===== src/rtl/seg_scan_decoder.sv =====
// Sampling decoder for a time-multiplexed active-low 7-segment bus; assembles one value per digit into a frame.
// Optional macro SEG_HEX_EN: also decode A,b,C,d,E,F patterns as valid values.
module seg_scan_decoder #(
    parameter int NUM_DIGITS    = 4,
    parameter int STABLE_CYCLES = 4
) (
    input  logic                    clk,
    input  logic                    rst_n,
    input  logic [6:0]              seg_in,
    input  logic [NUM_DIGITS-1:0]   dig_sel_n,
    input  logic                    clear,
    output logic                    frame_valid,
    input  logic                    frame_ready,
    output logic [4*NUM_DIGITS-1:0] frame_data,
    output logic [NUM_DIGITS-1:0]   frame_blank,
    output logic                    frame_err
);

    // state   | meaning
    // COLLECT | gathering one capture per digit into the slots
    // HOLD    | frame presented, waiting for frame_ready; captures ignored
    typedef enum logic {COLLECT = 1'b0, HOLD = 1'b1} state_t;

    localparam int SW = 7 + NUM_DIGITS;
    localparam logic [7:0] STABLE_C = 8'(STABLE_CYCLES);

    state_t state, state_nxt;

    logic [SW-1:0]           sync1, sync2, s_prev;
    logic [7:0]              cnt, cnt_nxt;
    logic [NUM_DIGITS-1:0]   sel_oh;
    logic                    sel_ok;
    logic                    cap_fire;
    logic [5:0]              dec;

    logic                    cap_q;
    logic [NUM_DIGITS-1:0]   cap_oh_q;
    logic [3:0]              cap_val_q;
    logic                    cap_blank_q;
    logic                    cap_err_q;

    logic [4*NUM_DIGITS-1:0] slot_data, data_nxt;
    logic [NUM_DIGITS-1:0]   slot_blank, blank_nxt;
    logic [NUM_DIGITS-1:0]   seen, seen_nxt;
    logic                    err_sticky, err_nxt;
    logic                    load_frame, valid_nxt;

    // returns {err, blank, value}
    function automatic logic [5:0] decode(input logic [6:0] p);
        logic [5:0] r;
        r = {2'b10, 4'hF};
        case (p)
            7'b0000001: r = {2'b00, 4'h0};
            7'b1001111: r = {2'b00, 4'h1};
            7'b0010010: r = {2'b00, 4'h2};
            7'b0000110: r = {2'b00, 4'h3};
            7'b1001100: r = {2'b00, 4'h4};
            7'b0100100: r = {2'b00, 4'h5};
            7'b0100000: r = {2'b00, 4'h6};
            7'b0001111: r = {2'b00, 4'h7};
            7'b0000000: r = {2'b00, 4'h8};
            7'b0000100: r = {2'b00, 4'h9};
            7'b1111111: r = {2'b01, 4'h0};
`ifdef SEG_HEX_EN
            7'b0001000: r = {2'b00, 4'hA};
            7'b1100000: r = {2'b00, 4'hB};
            7'b0110001: r = {2'b00, 4'hC};
            7'b1000010: r = {2'b00, 4'hD};
            7'b0110000: r = {2'b00, 4'hE};
            7'b0111000: r = {2'b00, 4'hF};
`endif
            default:    r = {2'b10, 4'hF};
        endcase
        return r;
    endfunction

    assign sel_oh = ~sync2[NUM_DIGITS-1:0];
    assign sel_ok = (sel_oh != '0) && ((sel_oh & (sel_oh - NUM_DIGITS'(1))) == '0);
    assign dec    = decode(sync2[SW-1:NUM_DIGITS]);

    always_comb begin
        cnt_nxt = cnt;
        if (sync2 != s_prev) begin
            cnt_nxt = 8'd1;
        end else if (cnt != STABLE_C) begin
            cnt_nxt = cnt + 8'd1;
        end
    end

    // exactly one capture per stable period: only on the transition into saturation
    assign cap_fire = (cnt_nxt == STABLE_C) && (cnt != STABLE_C) && sel_ok;

    always_ff @(posedge clk or negedge rst_n) begin
        if (!rst_n) begin
            sync1       <= '0;
            sync2       <= '0;
            s_prev      <= '0;
            cnt         <= '0;
            cap_q       <= 1'b0;
            cap_oh_q    <= '0;
            cap_val_q   <= '0;
            cap_blank_q <= 1'b0;
            cap_err_q   <= 1'b0;
        end else begin
            sync1       <= {seg_in, dig_sel_n};
            sync2       <= sync1;
            s_prev      <= sync2;
            cnt         <= clear ? 8'd0 : cnt_nxt;
            cap_q       <= cap_fire && !clear;
            cap_oh_q    <= sel_oh;
            cap_val_q   <= dec[3:0];
            cap_blank_q <= dec[4];
            cap_err_q   <= dec[5];
        end
    end

    always_ff @(posedge clk or negedge rst_n) begin
        if (!rst_n) begin
            state <= COLLECT;
        end else begin
            state <= state_nxt;
        end
    end

    always_comb begin
        state_nxt  = state;
        data_nxt   = slot_data;
        blank_nxt  = slot_blank;
        seen_nxt   = seen;
        err_nxt    = err_sticky;
        load_frame = 1'b0;
        valid_nxt  = frame_valid;

        if (cap_q && (state == COLLECT)) begin
            for (int i = 0; i < NUM_DIGITS; i++) begin
                if (cap_oh_q[i]) begin
                    data_nxt[4*i +: 4] = cap_val_q;
                    blank_nxt[i]       = cap_blank_q;
                end
            end
            seen_nxt = seen | cap_oh_q;
            err_nxt  = err_sticky | cap_err_q;
        end

        case (state)
            COLLECT: begin
                if (&seen_nxt) begin
                    load_frame = 1'b1;
                    valid_nxt  = 1'b1;
                    state_nxt  = HOLD;
                end
            end
            HOLD: begin
                if (frame_valid && frame_ready) begin
                    valid_nxt = 1'b0;
                    seen_nxt  = '0;
                    err_nxt   = 1'b0;
                    state_nxt = COLLECT;
                end
            end
            default: state_nxt = COLLECT;
        endcase

        // clear wins over the handshake and discards a coincident capture
        if (clear) begin
            state_nxt  = COLLECT;
            data_nxt   = slot_data;
            blank_nxt  = slot_blank;
            seen_nxt   = '0;
            err_nxt    = 1'b0;
            load_frame = 1'b0;
            valid_nxt  = 1'b0;
        end
    end

    always_ff @(posedge clk or negedge rst_n) begin
        if (!rst_n) begin
            slot_data   <= '0;
            slot_blank  <= '0;
            seen        <= '0;
            err_sticky  <= 1'b0;
            frame_valid <= 1'b0;
            frame_data  <= '0;
            frame_blank <= '0;
            frame_err   <= 1'b0;
        end else begin
            slot_data   <= data_nxt;
            slot_blank  <= blank_nxt;
            seen        <= seen_nxt;
            err_sticky  <= err_nxt;
            frame_valid <= valid_nxt;
            if (load_frame) begin
                frame_data  <= data_nxt;
                frame_blank <= blank_nxt;
                frame_err   <= err_nxt;
            end
        end
    end

endmodule


===== config.mk =====
export PLATFORM = sky130hd
export DESIGN_NAME = seg_scan_decoder
export DESIGN_NICKNAME = d
export VERILOG_FILES = /design/src/rtl/seg_scan_decoder.sv
export SDC_FILE = /design/constraint.sdc
export NUM_CORES = 1
export LEC_CHECK = 0
export ABC_AREA = 1
export BUFFER_PORTS_ARGS = -buffer_cell sky130_fd_sc_hd__buf_2
export CORE_UTILIZATION = 65
export CTS_BUF_LIST = sky130_fd_sc_hd__clkbuf_4 sky130_fd_sc_hd__clkbuf_8
export CTS_CLUSTER_DIAMETER = 40
export DETAILED_ROUTE_END_ITERATION = 12
export PLACE_DENSITY = 0.95
export SLEW_MARGIN = 20
export SYNTH_ARGS = -nofsm -noshare
export SYNTH_HDL_FRONTEND = slang
export SYNTH_SLANG_ARGS = --single-unit

===== constraint.sdc =====
create_clock -name clk -period 4.45 [get_ports clk]
set_input_delay 0.2225 -clock clk [delete_from_list [all_inputs] [get_ports clk]]
set_output_delay 0.2225 -clock clk [all_outputs]
set_load 0.01 [all_outputs]

=== Yosys cells after proc, flatten, opt, wreduce, memory -nomap -nowiden ===
Index checks and enable logic that the tools add are counted.

* Flip-flop bits (word level): 100
* Latch bits: 0
* Memory bits (writable): 0
* Memory bits (read-only): 0
* Bits of input ports: 15
* Output and inout port bits: 22
* Logic and storage cells: 86
* Memories: 0

* Add/subtract/negate cells: 2
* Multipliers: 0
* Div/mod/pow operators: 0
* Magnitude comparators: 0
* Eq/ne operators: 15
* Shifts and indexed selects: 0
* Multiplexer cells: 34
* Bitwise logic cells: 5
* Reductions and logical operators: 12

{| class="wikitable"
|+ Operators with widths
! kind !! number
|-
| $pmux W6 S11 || 1
|-
| $mux W4 || 10
|-
| $mux W16 || 2
|-
| $mux W8 || 3
|-
| $eq A7 B7 Y1 const B || 3
|-
| $mux W1 || 16
|-
| $eq A7 B3 Y1 const B || 2
|-
| $eq A7 B6 Y1 const B || 2
|-
| $ne A11 B11 Y1 || 1
|-
| $add A8 B1 Y8 const B || 1
|-
| $eq A8 B3 Y1 const B || 1
|-
| $ne A8 B3 Y1 const B || 1
|-
| $eq A7 B1 Y1 const B || 1
|-
| $eq A7 B4 Y1 const B || 1
|-
| $eq A7 B5 Y1 const B || 1
|-
| $logic_not A7 Y1 || 1
|-
| $logic_and A1 B1 Y1 || 6
|-
| $ne A3 B2 Y1 const B || 2
|-
| $and A4 B4 Y4 || 1
|-
| $logic_not A4 Y1 || 1
|-
| $not A4 Y4 || 1
|-
| $or A4 B4 Y4 || 1
|-
| $pmux W1 S2 || 2
|-
| $reduce_and A4 Y1 || 1
|-
| 6 further kinds || 6
|}

=== Depth between registers and ports, before layout ===
* Word-level depth: 7
* Mapped depth: 10
* Gate-level depth less buffers: 10

=== Worst setup path before layout ===
OpenSTA, ideal clock, no wires.

* Path kind: flip-flop to flip-flop
* Start: register state
* End: register frame_err
* Library setup time: 0.118 ns
* Data arrival time: 1.298 ns
* Setup slack: 3.034 ns
* Cell stages (with the launch flop): 9
* Clock period less this slack: 1.416 ns
* Path through: dfrtp_1 nor2_4 a21o_1 nand2_1 nor2_1 nand2_2 buf_2 nand2_1 o21ai_2

* Word-level cells in the longest chain between the ends: 7
* Elaborated cells between the ends (all ways): 11
* Classes of those cells: 8 x mux; 1 x bitwise; 2 x reduce/logical

{| class="wikitable"
|+ RTL lines
! element !! RTL line !! text
|-
| start: declaration || 27 || <nowiki>state_t state, state_nxt;</nowiki>
|-
| start signal: assignment || 121 || <nowiki>state <= state_nxt;</nowiki>
|-
| $not A1 Y1 || n/a ||
|-
| $logic_and A1 B1 Y1 || 134 || <nowiki>if (cap_q && (state == COLLECT)) begin</nowiki>
|-
| $mux W4 || 134 ||
|-
| $reduce_and A4 Y1 || 147 || <nowiki>if (&seen_nxt) begin</nowiki>
|-
| $mux W1 || 147 ||
|-
| $mux W1 || 145 || <nowiki>case (state)</nowiki>
|-
| $mux W1 || 165 || <nowiki>if (clear) begin</nowiki>
|-
| end signal: assignment || 195 || <nowiki>frame_err <= err_nxt;</nowiki>
|-
| end: declaration || 16 || <nowiki>output logic frame_err</nowiki>
|}

Several ways; a longest one is shown, not always the timed one.
A chain may end at the register's enable or synchronous reset.

=== Final worst setup path ===
* Start: register state
* End: register frame_blank[1]

* Word-level cells in the longest chain between the ends: 7
* Elaborated cells between the ends (all ways): 9
* Classes of those cells: 6 x mux; 1 x bitwise; 2 x reduce/logical

{| class="wikitable"
|+ RTL lines
! element !! RTL line !! text
|-
| $not A1 Y1 || n/a ||
|-
| $logic_and A1 B1 Y1 || 134 ||
|-
| $mux W4 || 134 ||
|-
| $reduce_and A4 Y1 || 147 ||
|-
| $mux W1 || 147 ||
|-
| $mux W1 || 145 ||
|-
| $mux W1 || 165 ||
|-
| end signal: assignment || 194 || <nowiki>frame_blank <= blank_nxt;</nowiki>
|-
| end: declaration || 15 || <nowiki>output logic [NUM_DIGITS-1:0] frame_blank,</nowiki>
|}

Several ways; a longest one is shown, not always the timed one.

==> metrics.txt <==
Area contributors post-synth=dfrtp_1 (62%), nand2_1 (11%), inv_1 (5.6%), o21ai_2 (3.9%), nor2_1 (3.8%); largest area contributor in the netlist=dfrtp_1; r2r setup slk=2360 ps; most frequent cell after synthesis=nand2_1; final count of hold timing violations=0; htree depth=3; clock root buffer=clkbuf_8; post-DR wirelength/cell=13.3 um; Row Count=28; synth warn=0; slew margin rel.=37.0%; full die area=6570 um^2; internal cell power=about 0.0013 W; Synth top cells by count=nand2_1 (114), dfrtp_1 (100), inv_1 (61); Final Wtd Congestion=0.878; Syn Inst Count=~430; Syn-to-layout area delta=14.4%; largest net degree at the start of global routing=58; hold path startpoint=frame_ready; Max rail drop VDD=259 uV; DR iter-0 viols=280; Crit Path Category=reg -> reg; Min Hold Slack=207 ps; xor/xnor cell area share of the yosys netlist=1.29%; Avg Vias per Cell=5.16; Die W=81.0 um; sw frac=22.4%; Clock Sinks=100; Mapped Area=between 4000 and 5000 um^2; unrepaired setup endpoints after global routing=no; clock slew seen by the registers of the worst setup and hold paths=90 ps; Synth Area in Compound Gates=about a tenth; Flop pwr share=57.3%; Final setup violation count=0; #FFs+latches synth=100; Post-Route WL=7530 um; clock buffer depth=2; first-pass GRT wire length=roughly 13000 um; NumNets Final=502; Overflow after GRT=0; Post-synth EDFFs=0; Seq/Total Area, Yosys=61.6%; mux contribution to synthesized area=0%; power per cell area=354 nW/um^2; Detail Placement HPWL=about 5200 um; clock insertion delay at the later pin of the skew report=370 ps; Worst Path Arrival=2310 ps; WHS Endpoint=state; Critical Path RT=4680 ps; period utilisation layout=~47%; Antenna Cells=0; port bufs=36; CTS tree=done; Worst R2R Start=state; MaxCap Viol Count=0; Starting Density=about two thirds; core area=5990 um^2; vias in the first global route=2946; largest family of logic cells by synthesized area=simple AND/OR/NAND/NOR gates; post-route ant nets=0; net count after synthesis=446; worst hold-check path type=in -> reg; TritonCTS Buffers=9; Hold Path Depth=4; initial antenna violation count=0; max-slew violations=0; Main synth FF type=dfrtp_1; post-synthesis simple-gate area fraction=19.2%; Crit. End Element=flip-flop; logic gate share of total power=4.4%; Tot GR Track Use=26.5%; die height=81.0 um; Psw=0.000367 W; minimum clock period=2090 ps; adder and majority gate portion of the synthesized area=0.616%; crit path launch type=flip-flop; Max Freq=0.480 GHz; routed via count=2916; worst clock skew=between 15 and 20 ps; layout cell share with drive strength beyond 1=approximately 18%; drt first pass iters=4; IO Count=37; worst r2r dst=frame_blank[1]; clock share of power=38.3%; asr flop ratio synth=100%; slew at the pin closest to its max-slew limit=942 ps; leak pwr=around 2.6 nW; crit-path max FO=between 40 and 50; Residual DRC=0; synthesized area per cell=9.47 um^2; cts repair resizes=0; R2R depth=6; Yosys top cell area share=about three fifths; status=finished clean; setup total negative slack=0 ps; Yosys cell types=24
## cell usage in the layout (no fill, tap or decap), types with 2 or more instances in the layout
master,instances
bufinv_16,2
o21ai_0,3
o21a_1,20
dlygate4sd3_1,12
buf_2,35
dfrtp_1,100
buf_4,2
ha_1,2
o21ai_2,18
clkbuf_8,9
inv_1,61
xnor2_1,5
clkinv_2,2
nand3_1,22
o21ai_1,5
or2_2,2
nor2_1,41
a21oi_1,4
a21o_1,3
nand4_1,3
inv_2,12
nand2_1,114
nor3_1,5
## registers in the layout (all words and copies together) (netlist names)
signal	count
cap_q	1
frame_data	16
err_sticky	1
sync1	11
cap_blank_q	1
slot_blank	4
cnt	8
cap_oh_q	4
s_prev	11
cap_val_q	4
frame_blank	4
frame_err	1
seen	4
slot_data	16
cap_err_q	1
state	1
sync2	11
frame_valid	1
## how the worst max path moves through the flow
stage	startpoint	to	cells past startpoint	slack [ps]
floorplan	state	frame_err	8	3030
global placement	state	frame_data[13]	6	2580
detailed placement	state	frame_data[13]	6	2420
CTS	state	frame_data[13]	6	2370
global route	state	frame_blank[1]	6	2170
finish	state	frame_blank[1]	6	2360
## worst max-delay path: stages (launching register included)
cell,delay [ps]
dfrtp_1,440
nor2_4,230
a21oi_1,120
nor3_1,230
nand2_2,570
nand2_1,270
o21ai_2,70
## metal layers
layer	vias to the layer above	GRT usage (%)	part of all wire, %
li1	1432	-	-
met1	1401	31.3	43
met4	0	11.3	1.9
met2	67	46.4	52
met3	16	6.07	3.5
met5	-	0	0
## metrics by stage
step	util, %	instance area (um^2)	setup slack [ps]	power (W)	cells
global route	77.5	4640	2170	0.00170	565
global placement	71.9	4310	2580	0.00102	537
CTS	77.5	4640	2370	0.00165	565
finish	77.5	4640	2360	0.00164	565
floorplan	-	4060	3030	0.000988	429
detailed placement	71.9	4310	2420	0.00102	537
## kinds of logic after synthesis
logic type | Yosys count
AO/OA/AOI/OAI | 53
XOR/XNOR | 6
flip-flops | 100
adder cells (fa/ha/maj) | 2
AND/OR/NAND/NOR | 191
buffers and inverters | 77
## power groups by stage
stage	registers, W	logic, W	clock network [W]
after CTS	0.000942	0.0000726	0.000630
after global placement	0.000958	0.0000606	0
after floorplan	0.000956	0.0000315	0
after global routing	0.000945	0.0000834	0.000674
after detailed placement	0.000960	0.0000638	0
final	0.000942	0.0000719	0.000630
## layout make-up
type / count / area (um^2)
fill: 368 / 1350
timing repair buffer: 49 / 310
clock buffer: 10 / 131
inverter: 73 / 274
clock inverter: 6 / 86.3
multi-input combinational: 252 / 1250
sequential: 100 / 2500
tap: 75 / 93.8
## repair_timing
action	CTS	global route
buffers inserted	0	0
hold buffers	12	0
endpoints found under the hold margin	54	0
(Power assumes the default switching activity.)
